**config.mk**
```make
export PLATFORM = sky130hd
export DESIGN_NAME = lsu_axi_master
export DESIGN_NICKNAME = d
export VERILOG_FILES = /design/src/rtl/lsu_pkg.sv /design/src/rtl/lsu_align.sv /design/src/rtl/lsu_axi_master.sv
export SDC_FILE = /design/constraint.sdc
export NUM_CORES = 1
export LEC_CHECK = 0
export CAP_MARGIN = 0
export CORE_UTILIZATION = 37
export CTS_CLUSTER_SIZE = 14
export DETAILED_ROUTE_END_ITERATION = 10
export MAX_ROUTING_LAYER = met4
export PLACE_DENSITY = 0.76
export RECOVER_POWER = 25
export SYNTH_ARGS = -nofsm -noshare
export SYNTH_HDL_FRONTEND = slang
export SYNTH_SLANG_ARGS = --single-unit
```
**constraint.sdc**
```tcl
create_clock -name clk -period 1.7 [get_ports clk]
set_input_delay 0.34 -clock clk [delete_from_list [all_inputs] [get_ports clk]]
set_output_delay 0.34 -clock clk [all_outputs]
set_load 0.01 [all_outputs]
```
**src/rtl/lsu_pkg.sv**
```systemverilog
// Shared types for the load/store unit AXI-lite front-end.
package lsu_pkg;

  typedef enum logic [1:0] {
    SZ_B = 2'b00,
    SZ_H = 2'b01,
    SZ_W = 2'b10
  } lsu_size_e;

  typedef enum logic [2:0] {
    StIdle,
    StRaddr,
    StRdata,
    StWaddr,
    StWresp,
    StErr,
    StResp
  } lsu_state_e;

  localparam logic [1:0] RESP_OKAY = 2'b00;

endpackage

```
**src/rtl/lsu_align.sv**
```systemverilog
// Byte-lane steering for stores, load extraction/extension and alignment checking.
module lsu_align
  import lsu_pkg::*;
#(
  parameter int unsigned DATA_W = 32
) (
  input  logic [1:0]          chk_size_i,
  input  logic [1:0]          chk_off_i,
  output logic                misaligned_o,
  input  logic [1:0]          size_i,
  input  logic [1:0]          off_i,
  input  logic                unsigned_i,
  input  logic [DATA_W-1:0]   wdata_i,
  output logic [DATA_W/8-1:0] wstrb_o,
  output logic [DATA_W-1:0]   wdata_o,
  input  logic [DATA_W-1:0]   rdata_i,
  output logic [DATA_W-1:0]   rdata_o
);

  localparam int unsigned StrbW = DATA_W / 8;

  logic [DATA_W-1:0] wmask;
  logic [DATA_W-1:0] rshift;

  always_comb begin
    misaligned_o = 1'b0;
    case (chk_size_i)
      SZ_B:    misaligned_o = 1'b0;
      SZ_H:    misaligned_o = chk_off_i[0];
      SZ_W:    misaligned_o = |chk_off_i;
      default: misaligned_o = 1'b1;
    endcase
  end

  always_comb begin
    wmask   = wdata_i;
    wstrb_o = '1;
    rshift  = rdata_i >> {off_i, 3'b000};
    rdata_o = rshift;
    case (size_i)
      SZ_B: begin
        wmask   = DATA_W'(wdata_i[7:0]);
        wstrb_o = StrbW'(1) << off_i;
        rdata_o = {{(DATA_W-8){rshift[7] & ~unsigned_i}}, rshift[7:0]};
      end
      SZ_H: begin
        wmask   = DATA_W'(wdata_i[15:0]);
        wstrb_o = StrbW'(3) << off_i;
        rdata_o = {{(DATA_W-16){rshift[15] & ~unsigned_i}}, rshift[15:0]};
      end
      default: ;
    endcase
    wdata_o = wmask << {off_i, 3'b000};
  end

endmodule

```
**src/rtl/lsu_axi_master.sv**
```systemverilog
// LSU bus front-end: one outstanding AXI-lite read or write per MEM-stage request.
module lsu_axi_master
  import lsu_pkg::*;
#(
  parameter int unsigned ADDR_W = 32,
  parameter int unsigned DATA_W = 32
) (
  input  logic                clk,
  input  logic                rst,
  input  logic                req_valid,
  output logic                req_ready,
  input  logic                req_we,
  input  logic [ADDR_W-1:0]   req_addr,
  input  logic [1:0]          req_size,
  input  logic                req_unsigned,
  input  logic [DATA_W-1:0]   req_wdata,
  output logic                rsp_valid,
  input  logic                rsp_ready,
  output logic [DATA_W-1:0]   rsp_rdata,
  output logic                rsp_err,
  output logic [ADDR_W-1:0]   araddr,
  output logic                arvalid,
  input  logic                arready,
  input  logic [DATA_W-1:0]   rdata,
  input  logic [1:0]          rresp,
  input  logic                rvalid,
  output logic                rready,
  output logic [ADDR_W-1:0]   awaddr,
  output logic                awvalid,
  input  logic                awready,
  output logic [DATA_W-1:0]   wdata,
  output logic [DATA_W/8-1:0] wstrb,
  output logic                wvalid,
  input  logic                wready,
  input  logic [1:0]          bresp,
  input  logic                bvalid,
  output logic                bready
);

  lsu_state_e        state_q, state_d;
  logic [ADDR_W-1:0] addr_q, addr_d;
  logic [1:0]        size_q, size_d;
  logic              uns_q, uns_d;
  logic [DATA_W-1:0] wdata_q, wdata_d;
  logic              aw_done_q, aw_done_d;
  logic              w_done_q, w_done_d;
  logic [DATA_W-1:0] rsp_rdata_q, rsp_rdata_d;
  logic              rsp_err_q, rsp_err_d;

  logic              req_misaligned;
  logic [DATA_W-1:0] load_data;

  // Alignment check looks at the incoming request; data paths use only latched fields.
  lsu_align #(
    .DATA_W(DATA_W)
  ) u_align (
    .chk_size_i  (req_size),
    .chk_off_i   (req_addr[1:0]),
    .misaligned_o(req_misaligned),
    .size_i      (size_q),
    .off_i       (addr_q[1:0]),
    .unsigned_i  (uns_q),
    .wdata_i     (wdata_q),
    .wstrb_o     (wstrb),
    .wdata_o     (wdata),
    .rdata_i     (rdata),
    .rdata_o     (load_data)
  );

  always_ff @(posedge clk) begin
    if (rst) begin
      state_q     <= StIdle;
      addr_q      <= '0;
      size_q      <= '0;
      uns_q       <= 1'b0;
      wdata_q     <= '0;
      aw_done_q   <= 1'b0;
      w_done_q    <= 1'b0;
      rsp_rdata_q <= '0;
      rsp_err_q   <= 1'b0;
    end else begin
      state_q     <= state_d;
      addr_q      <= addr_d;
      size_q      <= size_d;
      uns_q       <= uns_d;
      wdata_q     <= wdata_d;
      aw_done_q   <= aw_done_d;
      w_done_q    <= w_done_d;
      rsp_rdata_q <= rsp_rdata_d;
      rsp_err_q   <= rsp_err_d;
    end
  end

  always_comb begin
    state_d     = state_q;
    addr_d      = addr_q;
    size_d      = size_q;
    uns_d       = uns_q;
    wdata_d     = wdata_q;
    aw_done_d   = aw_done_q;
    w_done_d    = w_done_q;
    rsp_rdata_d = rsp_rdata_q;
    rsp_err_d   = rsp_err_q;
    unique case (state_q)
      StIdle: begin
        if (req_valid) begin
          addr_d    = req_addr;
          size_d    = req_size;
          uns_d     = req_unsigned;
          wdata_d   = req_wdata;
          aw_done_d = 1'b0;
          w_done_d  = 1'b0;
          if (req_misaligned) begin
            state_d = StErr;
          end else if (req_we) begin
            state_d = StWaddr;
          end else begin
            state_d = StRaddr;
          end
        end
      end
      StRaddr: begin
        if (arready) state_d = StRdata;
      end
      StRdata: begin
        if (rvalid) begin
          rsp_rdata_d = load_data;
          rsp_err_d   = (rresp != RESP_OKAY);
          state_d     = StResp;
        end
      end
      StWaddr: begin
        // A ready seen after its channel is done cannot change an already-set flag.
        aw_done_d = aw_done_q | awready;
        w_done_d  = w_done_q | wready;
        if (aw_done_d && w_done_d) state_d = StWresp;
      end
      StWresp: begin
        if (bvalid) begin
          rsp_rdata_d = '0;
          rsp_err_d   = (bresp != RESP_OKAY);
          state_d     = StResp;
        end
      end
      StErr: begin
        rsp_rdata_d = '0;
        rsp_err_d   = 1'b1;
        state_d     = StResp;
      end
      StResp: begin
        if (rsp_ready) state_d = StIdle;
      end
      default: state_d = StIdle;
    endcase
  end

  assign req_ready = (state_q == StIdle);
  assign araddr    = addr_q;
  assign arvalid   = (state_q == StRaddr);
  assign rready    = (state_q == StRdata);
  assign awaddr    = addr_q;
  assign awvalid   = (state_q == StWaddr) && !aw_done_q;
  assign wvalid    = (state_q == StWaddr) && !w_done_q;
  assign bready    = (state_q == StWresp);
  assign rsp_valid = (state_q == StResp);
  assign rsp_rdata = rsp_rdata_q;
  assign rsp_err   = rsp_err_q;

endmodule

```
# Word level (Yosys, flattened, before mapping)
# Index checks and enable logic that the tools add are counted.
dict set report word_totals {
  register_bits 105
  latch_bits 0
  mem_bits_rw 0
  romBits 0
  in_bits 113
  output_inout_bits 140
  elab_cells 72
  mem_count 0
}
dict set report op_classes {
  n_addsub 0
  n_mul 0
  n_div 0
  n_lt_le_gt_ge 0
  n_eq_ne 15
  shifts 4
  muxes 22
  bitwise_logic 5
  n_reduce_logical 17
}
# cell n
set op_table {}
lappend op_table {{$pmux W32 S2} 2}
lappend op_table {{$pmux W32 S3} 1}
lappend op_table {{$mux W32} 2}
lappend op_table {{$shl A32 B5 Y32} 1}
lappend op_table {{$shr A32 B5 Y32} 1}
lappend op_table {{$mux W3} 7}
lappend op_table {{$pmux W3 S7} 1}
lappend op_table {{$eq A3 B3 Y1 const B} 3}
lappend op_table {{$ne A2 B2 Y1 const B} 4}
lappend op_table {{$pmux W4 S2} 1}
lappend op_table {{$eq A3 B2 Y1 const B} 2}
lappend op_table {{$pmux W1 S3} 2}
lappend op_table {{$reduce_and A6 Y1} 1}
lappend op_table {{$reduce_bool A2 Y1} 3}
lappend op_table {{$eq A2 B1 Y1 const B} 2}
lappend op_table {{$logic_not A2 Y1} 2}
lappend op_table {{$ne A2 B1 Y1 const B} 2}
lappend op_table {{$pmux W1 S2} 2}
lappend op_table {{$reduce_and A2 Y1} 2}
lappend op_table {{$shl A1 B2 Y4 const A} 1}
lappend op_table {{$shl A2 B2 Y4 const A} 1}
lappend op_table {{$eq A3 B1 Y1 const B} 1}
lappend op_table {{$logic_and A1 B1 Y1} 3}
lappend op_table {{$logic_not A3 Y1} 1}
lappend op_table {{10 further kinds} 15}

# Depth between registers and ports, before layout
dict set report depth {
  ltp_word 5
  mapped_depth 8
}

# By module
# From an unflattened synthesis, not the netlist that was laid out.
dict set report unflattened {
  cells_unflattened 744
  area_unflattened_um2 5715.5
}
# module instances cells_per_inst area_per_inst_um2 seq_area_each_um2
set by_module_without_submodules {}
lappend by_module_without_submodules {lsu_axi_master 1 532 4294.1 2102.0}
lappend by_module_without_submodules {lsu_align 1 212 1421.4 0.0}

# Worst setup path before layout
# No wires, ideal clock.
dict set report synth_path {
  kind {register to output}
  from {register addr_q[0] (netlist: araddr[0])}
  to {output wdata[24]}
  arrival_time_ns 1.437
  slack_ns -0.077
  stages_incl_launch_ff 6
  n_path_buf 3
  cell_sequence {dfxtp_1 -> buf_2 -> buf_4 -> buf_2 -> a21oi_1 -> o22ai_1}
}
dict set report synth_between {
  elab_chain_cells 1
}
# element line_no
set synth_rtl {}
lappend synth_rtl {{start, declared} lsu_axi_master.sv:41} ;# logic [ADDR_W-1:0] addr_q, addr_d;
lappend synth_rtl {{start signal, assigned} lsu_axi_master.sv:83} ;# addr_q <= addr_d;
lappend synth_rtl {{$shl A32 B5 Y32} lsu_align.sv:53} ;# wdata_o = wmask << {off_i, 3'b000};
lappend synth_rtl {{end, declared} lsu_axi_master.sv:31} ;# output logic [DATA_W-1:0] wdata,
# Every way passes these cells.

# Final worst setup path
dict set report layout_path {
  from {register size_q[1]}
  to {output wdata[30]}
}
dict set report layout_between {
  elab_chain_cells 3
}
# element line_no
set layout_rtl {}
lappend layout_rtl {{start, declared} lsu_axi_master.sv:42} ;# logic [1:0] size_q, size_d;
lappend layout_rtl {{start signal, assigned} lsu_axi_master.sv:84} ;# size_q <= size_d;
lappend layout_rtl {{$eq A2 B1 Y1 or $logic_not A2 Y1 (tied branches)} lsu_align.sv:40} ;# case (size_i)
lappend layout_rtl {{$pmux W32 S2 *} lsu_align.sv:40}
lappend layout_rtl {{$shl A32 B5 Y32 *} lsu_align.sv:53}
# Mark *: on every way between the ends. The rest lies on a longest branch, timed or not.

==> metrics.csv <==
stage,metric,value,unit
sta,period_needed,1.92,ns
clock_network,cts_tree,yes,
yosys,synth-seq-cells,105,
global_routing,grt_pass1_vias,5764,
worst_setup_path,end_kind,output pin,
sta,setup_violations,56,
drt,drc,0,
drt,final_antenna_net_count,0,
drt,first_pass_iters,5,
sta,clock.fmax,0.520,GHz
sta,fin_ws,-0.223,ns
floorplanning,core-area,13500,um2
yosys,yosysUniqueCellTypes,47,
clock_network,clk_latency,0.36,ns
floorplanning,die-height,120,um
sta,slew_headroom,46.9,%
yosys,synth_fa_ha_area_share,0,%
clock_network,cts_buffer_depth,2,
clock_network,ctsHoldBuffers,0,
placement,dpl_worst_slack,-0.349,ns
worst_setup_path,regToRegStartpoint,araddr[1],
yosys,ys_top_cells_by_area,"dfxtp_1, nand2_1, a21oi_1, buf_4, mux2i_1",
final_layout,n_antenna_cell,0,
sta,rsz0062_at_grt,yes,
clock_network,numClockSinks,105,
worst_setup_path,start_kind,register,
yosys,ys.warnings.count,0,
worst_setup_path,crit_end,wdata[30],
global_routing,grt_pass1_wl,29200,um
status,violations,negative setup slack,
yosys,netlist.area_leader.share,40.7,%
clock_network,h-tree-depth,3,
placement,dpl_cell_area,8130,um2
yosys,synth_top_family_by_area,simple AND/OR/NAND/NOR gates,
global_routing,grt_usage,26.5,%
worst_setup_path,r2r-end,rsp_rdata[18],
status,status,"finished, violations left",
floorplanning,die-area,14400,um2
drt,viasPerCell,5.17,
yosys,synthCells,669,
worst_setup_path,worstPathRequired,1.36,ns
worst_hold_path,hp-class,reg2reg,
worst_setup_path,r2r_cells,8,
run,drv_cap,0,
global_routing,antenna_found_initial,0,
final_layout,drive_gt1_share,26.2,%
global_routing,grt_start_max_net_pins,57,
sta,hold_violations,0,
worst_setup_path,rrSetupSlack,-0.11,ns
final_layout,synthToLayoutAreaGrowth,74.4,%
placement,dpl.hpwl,13200,um
yosys,synthXorXnorAreaFrac,0,%
sta,maxSlewViolCount,0,
sta,final.period_utilization,113,%
yosys,syn-cell-area,5170,um2
yosys,synthSimpleGateAreaFrac,22.9,%
floorplanning,rows,42,
placement,place_congestion,0.899,
yosys,synth_compound_gate_area_share,20.1,%
floorplanning,start_util,38.4,%
sta,tightest_slew,0.794,ns
sta,fin_skew,0.0131,ns
worst_setup_path,critPathKind,reg2out,
sta,fin_tns_setup,-5.85,ns
global_routing,grt.overflow.total,0,
clock_network,cts-root-buf,clkbuf_16,
worst_setup_path,arrival,1.58,ns
placement,io_buffers,252,
floorplanning,boundaryPins,253,
pwr,peakVddDrop,646,uV
floorplanning,die_w,120,um
drt,vias,5817,
yosys,syn-num-nets,782,
drt,avgRoutedWirePerCell,17.2,um
clock_network,clk_pin_slew,0.08,ns
yosys,yosysTopAreaCell,dfxtp_1,
yosys,yosysSeqAreaShare,40.7,%
pwr,cellLeakagePower,3.57,nW
clock_network,numCtsBuffers,9,
final_layout,nets,1059,
yosys,muxShareOfSynthArea,6.85,%
yosys,avgSynthCellArea,7.73,um2
final_layout,stdcell_area,9020,um2
drt,drt_wl_total,19300,um
worst_setup_path,path_max_fanout,8,
drt,first_iter_violations,434,
worst_setup_path,crit_start,size_q[1],
pwr,power-per-cell-area,1180,nW/um2
report_power, final:
group	leakage (nW)	switching [mW]	internal (mW)
sequential	0.859	0.379	2.89
clock	0.142	0.962	1.18
combinational	2.56	2.46	2.76
layout by cell type (no fill, tap or decap), types with 12 or more instances in the layout:
cell and instances:
nor2_1 23, buf_2 23, dlygate4sd3_1 15, buf_4 59
dfxtp_1 99, nand2_1 175, mux2i_1 21, buf_6 34
a22o_1 16, buf_12 15, clkdlybuf4s50_1 189, nand2_2 12
o21ai_1 19, a21oi_1 76
area by class of cell:
type                            instances  area [um2]
Fill cell                            1125        4440
Timing Repair Buffer                  349        3440
Multi-Input combinational cell        478        2930
Sequential cell                       105        2120
Clock buffer                           11         243
Tap cell                              176         220
Clock inverter                          4        51.3
Inverter                                3        18.8
timing repair:
action | 4_1_cts | 5_1_grt
pin swaps | 28 | 41
gates cloned | 1 | 1
setup buffers | 17 | 8
endpoints found under the hold margin | 0 | 0
resized for setup | 287 | 68
setup endpoints to repair | 78 | 74
synth_stat cells, drive strengths merged:
cell type,n
dfxtp,105
and3,12
nand3b,3
or2,2
a21boi,1
a211o,1
o31ai,1
buf,58
clkbuf,25
or3,1
nor3,7
a22oi,7
a22o,16
a221oi,7
and2,12
nand2b,4
nor2b,3
o21ai,39
nor2,30
o41ai,1
and3b,1
o22ai,7
o221ai,2
o211ai,1
nand4b,1
mux2,8
a21oi,87
nand2,187
a32oi,2
nor4,3
inv,3
nand3,3
o21a,1
o21bai,2
mux2i,26
worst min path at each step:
stage                   from            end  slack [ns]  cells after the start
6_report       rsp_rdata[13]  rsp_rdata[13]        0.45                      2
5_1_grt        rsp_rdata[13]  rsp_rdata[13]        0.47                      2
4_1_cts        rsp_rdata[11]  rsp_rdata[11]        0.45                      2
3_5_place_dp   rsp_rdata[11]  rsp_rdata[11]        0.45                      2
3_3_place_gp   rsp_rdata[12]  rsp_rdata[12]        0.44                      2
2_1_floorplan    wdata_q[24]    wdata_q[24]        0.44                      2
through the flow:
stage          std cells  hold WS [ns]  util, %  total power [mW]
2_1_floorplan        669         0.436        -              5.53
3_3_place_gp        1089         0.436     60.4              7.83
3_5_place_dp        1089         0.445     60.4              7.90
6_report            1126         0.453     67.0              10.6
5_1_grt             1126         0.471     67.0              11.2
4_1_cts             1120         0.454     65.4              10.5
worst max-delay path: stages, from the launching register on:
cell	delay (ns)
dfxtp_4	0.36
or2_4	0.28
and3_1	0.21
a21oi_2	0.13
o22ai_1	0.09
buf_2	0.15
cell families after synthesis:
logic type             count (synthesis)
buffers and inverters                 86
and+or+nand+nor                      269
muxes                                 34
AOI/OAI and AO/OA                    175
DFF                                  105
flip-flops by register name, indices dropped and copies added, names as in the netlist:
signal     count
araddr        32
aw_done_q      1
rsp_err        1
rsp_rdata     32
size_q         2
state_q        3
uns_q          1
w_done_q       1
wdata_q       32
metal layers:
| metal | track usage [%] | vias to the layer above | share of wire (%) |
|---|---|---|---|
| met5 | - | - | 0 |
| li1 | - | 2801 | - |
| met2 | 44.9 | 258 | 49 |
| met4 | 12.0 | 0 | 3.5 |
| met3 | 5.14 | 43 | 7.3 |
| met1 | 30.3 | 2715 | 40 |
Power figures use the tool's default switching activity.
